[src/rtl/adder_cs_pkg.sv]
// Shared constants and stage-register layout for the carry-select adder pipeline.
// Optional overflow output is enabled by ADDER_CS_PIPE_OVF_EN in adder_cs_pipe.
package adder_cs_pkg;

    localparam int unsigned CsWidth = 64;
    localparam int unsigned CsSeg   = 16;

    // One pipeline stage: resolved low sum bits plus the operands still to be resolved.
    typedef struct packed {
        logic               valid;
        logic               sub;
        logic [CsWidth-1:0] sum;
        logic [CsWidth-1:0] a;
        logic [CsWidth-1:0] b;
        logic               carry;
    } cs_stage_t;

endpackage

[src/rtl/adder_cs_seg.sv]
// One carry-select segment: sums for carry-in 0 and 1 are formed in parallel,
// then the incoming carry picks one. B is inverted here in subtract mode.
module adder_cs_seg #(
    parameter int unsigned SEG = 16
) (
    input  logic [SEG-1:0] a_i,
    input  logic [SEG-1:0] b_i,
    input  logic           sub_i,
    input  logic           cin_i,
    output logic [SEG-1:0] sum_o,
    output logic           cout_o
);

    logic [SEG-1:0] b_eff;
    logic [SEG:0]   res0;
    logic [SEG:0]   res1;

    always_comb begin
        b_eff = b_i ^ {SEG{sub_i}};
        res0  = {1'b0, a_i} + {1'b0, b_eff};
        res1  = {1'b0, a_i} + {1'b0, b_eff} + {{SEG{1'b0}}, 1'b1};
        {cout_o, sum_o} = cin_i ? res1 : res0;
    end

endmodule

[src/rtl/adder_cs_pipe.sv]
// NSEG-stage carry-select adder/subtractor with valid/ready handshake and global stall.
// Define ADDER_CS_PIPE_OVF_EN to add the registered signed-overflow output outOverflow.
module adder_cs_pipe
    import adder_cs_pkg::*;
#(
    parameter int unsigned WIDTH = CsWidth,
    parameter int unsigned SEG   = CsSeg
) (
    input  logic             clk,
    input  logic             rst_n,
    input  logic             inValid,
    output logic             inReady,
    input  logic [WIDTH-1:0] inA,
    input  logic [WIDTH-1:0] inB,
    input  logic             inCarry,
    input  logic             inSub,
    output logic             outValid,
    input  logic             outReady,
    output logic [WIDTH-1:0] outSum,
`ifdef ADDER_CS_PIPE_OVF_EN
    output logic             outOverflow,
`endif
    output logic             outCarry
);

    localparam int unsigned NSEG = WIDTH / SEG;
    localparam int unsigned Last = NSEG - 1;

    cs_stage_t      src  [NSEG];
    cs_stage_t      st_d [NSEG];
    cs_stage_t      st_q [NSEG];
    logic [SEG-1:0] seg_a    [NSEG];
    logic [SEG-1:0] seg_b    [NSEG];
    logic [SEG-1:0] seg_sum  [NSEG];
    logic           seg_sub  [NSEG];
    logic           seg_cin  [NSEG];
    logic           seg_cout [NSEG];
    logic           en;

    assign en      = outReady || !outValid;
    assign inReady = en;

    // Stage k works on what stage k-1 holds; stage 0 works directly on the inputs.
    always_comb begin
        src[0]       = '0;
        src[0].valid = inValid;
        src[0].sub   = inSub;
        src[0].a     = CsWidth'(inA);
        src[0].b     = CsWidth'(inB);
        src[0].carry = inSub | inCarry;
        for (int k = 1; k < NSEG; k++) begin
            src[k] = st_q[k-1];
        end
        for (int k = 0; k < NSEG; k++) begin
            seg_a[k]   = src[k].a[k*SEG +: SEG];
            seg_b[k]   = src[k].b[k*SEG +: SEG];
            seg_sub[k] = src[k].sub;
            seg_cin[k] = src[k].carry;
        end
    end

    for (genvar g = 0; g < NSEG; g++) begin : g_seg
        adder_cs_seg #(
            .SEG (SEG)
        ) u_seg (
            .a_i    (seg_a[g]),
            .b_i    (seg_b[g]),
            .sub_i  (seg_sub[g]),
            .cin_i  (seg_cin[g]),
            .sum_o  (seg_sum[g]),
            .cout_o (seg_cout[g])
        );
    end

    always_comb begin
        for (int k = 0; k < NSEG; k++) begin
            st_d[k]                    = src[k];
            st_d[k].sum[k*SEG +: SEG]  = seg_sum[k];
            st_d[k].carry              = seg_cout[k];
        end
    end

    always_ff @(posedge clk) begin
        if (!rst_n) begin
            for (int k = 0; k < NSEG; k++) begin
                st_q[k].valid <= 1'b0;
            end
        end else if (en) begin
            st_q <= st_d;
        end
    end

    assign outValid = st_q[Last].valid;
    assign outSum   = outValid ? st_q[Last].sum[WIDTH-1:0] : '0;
    assign outCarry = outValid & st_q[Last].carry;

`ifdef ADDER_CS_PIPE_OVF_EN
    logic ovf_d;
    logic ovf_q;

    // Overflow: operand signs agree (B as actually added) but the result sign differs.
    always_comb begin
        ovf_d = (src[Last].a[WIDTH-1] == (src[Last].b[WIDTH-1] ^ src[Last].sub)) &&
                (seg_sum[Last][SEG-1] != src[Last].a[WIDTH-1]);
    end

    always_ff @(posedge clk) begin
        if (!rst_n) begin
            ovf_q <= 1'b0;
        end else if (en) begin
            ovf_q <= ovf_d;
        end
    end

    assign outOverflow = outValid & ovf_q;
`endif

endmodule

[config.mk]
export PLATFORM = sky130hd
export DESIGN_NAME = adder_cs_pipe
export DESIGN_NICKNAME = d
export VERILOG_FILES = /design/src/rtl/adder_cs_pkg.sv /design/src/rtl/adder_cs_seg.sv /design/src/rtl/adder_cs_pipe.sv
export SDC_FILE = /design/constraint.sdc
export NUM_CORES = 1
export LEC_CHECK = 0
export CORE_ASPECT_RATIO = 1.75
export CORE_MARGIN = 2
export CORE_UTILIZATION = 40
export DETAILED_ROUTE_END_ITERATION = 10
export PLACE_DENSITY = 0.62
export SLEW_MARGIN = 20
export SYNTH_ARGS = -nofsm -noshare
export SYNTH_HDL_FRONTEND = slang
export SYNTH_SLANG_ARGS = --single-unit
export TNS_END_PERCENT = 10
[constraint.sdc]
create_clock -name clk -period 13.2 [get_ports clk]
set_clock_uncertainty 0.2 [all_clocks]
set_input_delay 2.64 -clock clk [delete_from_list [all_inputs] [get_ports clk]]
set_output_delay 2.64 -clock clk [all_outputs]
set_load 0.005 [all_outputs]
==> run_results.csv <==
group,metric,value,unit
die,io_pins,201,
synth,yosys_warnings,0,
flow_run,cap_violations,0,
worst_hold_path,hp-class,"flip-flop to flip-flop",
power,power.density,144,nW/um2
timing,final-setup-viol-count,0,
die,rows,99,
timing,relSlewSlack,0.324,
power,vdd_ir_drop_max,109,uV
clocking,cts_made_buffers,37,
clocking,cts_sinks,363,
die,start_util,0.403,
clocking,worst_skew_pair.late_latency,0.53,ns
timing,fin_tns_setup,0,ns
timing,worst_pin_slew,1.01,ns
power,p_leak,7.50,nW
clocking,cts_tree,"done",
power,p_clk_frac,0.343,
synth,synth_cells,1169,
drt,via_count,9557,
synth,ys_ff_latch,363,
timing,timing.final.crit_share,0.511,
worst_setup_path,crit_path_start_kind,"primary input",
placed_design,place_congestion,0.790,
placed_design,post-place-ws,6.46,ns
global_routing,grt_pass1_wl,48300,um
global_routing,gr-usage-met1,0.138,
power,comb_power_share,0.167,
synth,seq_area_frac_synth,0.647,
global_routing,antenna_found_initial,3,
final_layout,fillers,3665,
clocking,clk_path_buf_depth,3,
synth,synth_edf_count,359,
placed_design,dpl_cell_area,19400,um2
synth,syn_area,16800,um2
clocking,cts_resized,0,
drt,drt_iter0_drc,547,
clocking,htreeDepth,2,
worst_setup_path,end_kind,"output port",
final_layout,drive_gt1_frac,0.0710,
synth,synth_ff_type,"edfxtp_1",
clocking,cts_hold_buf,0,
synth,ys_async_sr_fraction,0,
drt,drt_wl_total,30300,um
final_layout,area_growth,22.6,%
worst_setup_path,critPathRequiredTime,10.36,ns
placed_design,port_buffers,200,
power,internal-power,2.24,mW
status,status,"finished, final reports clean",
synth,synthDistinctLibCells,89,
timing,rsz0062_at_grt,"no",
synth,syn_nets,1383,
final_layout,seq_area,10900,um2
die,dieArea,43700,um2
global_routing,grt_usage,0.138,
die,core_area,41600,um2
placed_design,dp_hpwl,21500,um
power,seqPwrFrac,0.490,
clocking,cts_setup_buffers,0,
timing,holdWs,0.208,ns
clocking,clk_pin_slew,0.06,ns
timing,clock.fmax,148,MHz
drt,drtAntennaViolNets,0,
worst_setup_path,critPathMaxFanout,7,
global_routing,met2_usage,0.270,
final_layout,final_net_count,1595,
global_routing,grt_max_degree,86,
drt,wire_per_inst,15.4,um
timing,final_hold_viol_count,0,
worst_setup_path,worstPathArrival,3.90,ns
worst_setup_path,worstSetupPathType,"primary input to output port",
global_routing,first_global_vias,9776,
drt,drc,0,
timing,final_max_slew_viol_count,0,
clocking,root_buffer,"clkbuf_16",
power,p_sw_frac,0.246,
die,dieHeight,275,um
timing,min_period,6.74,ns
global_routing,gr-max-usage-layer,"met2",
final_layout,fin_area,20600,um2
die,die_width,159,um
final_layout,multi_input_area,5670,um2
global_routing,grt_util_met3,0.0377,
global_routing,globalRouteOverflowTotal,0,
drt,first_pass_iters,7,
timing,worst_slack,6.46,ns
drt,vias_per_cell,4.86,
synth,avgSynthCellArea,14.4,um2
power,power_switching,0.729,mW
layout make-up:
cell class	instances	share of cell area
Sequential cell	363	0.528
Multi-Input combinational cell	741	0.275
Timing Repair Buffer	206	0.0995
Clock buffer	43	0.0471
Tap cell	555	0.0337
Clock inverter	23	0.0105
Inverter	32	0.00584
Antenna cell	2	0.000243
synth_stat cells, types with 5 or more instances:
cell | n | area share
a21o_1 | 24 | 0.011
a21oi_1 | 39 | 0.012
a31oi_1 | 7 | 0.0026
and2_1 | 70 | 0.026
and3_1 | 11 | 0.0041
and4_1 | 5 | 0.0026
buf_2 | 6 | 0.0018
clkbuf_1 | 21 | 0.0047
edfxtp_1 | 359 | 0.64
ha_1 | 76 | 0.057
inv_1 | 32 | 0.0072
nand2_1 | 45 | 0.010
nand2b_1 | 12 | 0.0045
nand3_1 | 24 | 0.0072
nand4_1 | 20 | 0.0075
nor2_1 | 31 | 0.0069
nor2b_1 | 8 | 0.0030
nor3_1 | 24 | 0.0072
nor3b_1 | 6 | 0.0027
o211ai_1 | 10 | 0.0045
o21a_1 | 13 | 0.0058
o21ai_0 | 27 | 0.0080
o21bai_1 | 6 | 0.0027
or3_1 | 8 | 0.0030
xnor2_1 | 64 | 0.033
xor2_1 | 106 | 0.055
registers in the layout, summed over array words and instances (netlist names):
name and count:
src 195, seg_b 48, outValid 1, seg_sub 3
seg_cin 3, st_q 65, seg_a 48
metal layers:
layer / vias up / share of wire
li1: 4791 / -
met1: 4508 / 0.36
met3: 49 / 0.060
met4: 4 / 0.026
met2: 205 / 0.55
met5: - / 0.00083
stage by stage:
step,utilization,total power [mW],cells
floorplan,-,1.86,1169
global placement,0.466,1.96,1897
detailed placement,0.466,1.98,1897
CTS,0.494,3.01,1963
global route,0.494,3.12,1964
finish,0.494,2.97,1965
kinds of logic (layout without fill, tap and decap cells):
| kind of cell | after synthesis | in the layout | synth area share |
|---|---|---|---|
| AOI/OAI and AO/OA | 186 | 186 | 0.0783 |
| xor gates and xnor gates | 171 | 171 | 0.0897 |
| adders and majority gates | 80 | 80 | 0.0614 |
| buffers and inverters | 65 | 304 | 0.0157 |
| DFF | 363 | 363 | 0.647 |
| muxes | 7 | 7 | 0.00440 |
| other | 0 | 2 | 0 |
| and+or+nand+nor | 297 | 297 | 0.104 |
critical path, stage by stage:
cell and delay [ns]:
clkdlybuf4s50_1 0.44, nand2b_1 0.25, clkdlybuf4s50_1 0.57
placed cells by master, fill, tap and decap left out, types with 24 or more instances in the layout:
| master | instances |
|---|---|
| ha_1 | 76 |
| nor2_1 | 31 |
| clkbuf_16 | 38 |
| clkdlybuf4s50_1 | 200 |
| o21ai_0 | 27 |
| edfxtp_1 | 359 |
| xor2_1 | 106 |
| nor3_1 | 24 |
| inv_1 | 32 |
| nand2_1 | 45 |
| and2_1 | 69 |
| a21o_1 | 24 |
| xnor2_1 | 64 |
| nand3_1 | 24 |
| a21oi_1 | 39 |
power groups by stage:
stage	clock network (mW)	registers, mW	logic (mW)
2_1_floorplan	0	1.48	0.376
3_3_place_gp	0	1.47	0.485
3_5_place_dp	0	1.48	0.496
4_1_cts	1.06	1.46	0.499
5_1_grt	1.10	1.46	0.557
6_report	1.02	1.45	0.494
path summary, 6_finish.rpt:
check	startpoint	end	slack [ns]	depth (start not counted)
worst max-delay path	outReady	inReady	6.46	3
worst min-delay path	src[339]$_DFFE_PP_	src[144]$_DFFE_PP_	0.21	0
worst max register to register	seg_sub[2]$_DFFE_PP_	seg_cin[1]$_DFFE_PP_	9.04	12
worst min register to register	src[339]$_DFFE_PP_	src[144]$_DFFE_PP_	0.21	0
No activity file was read; power rests on OpenSTA's default activity.
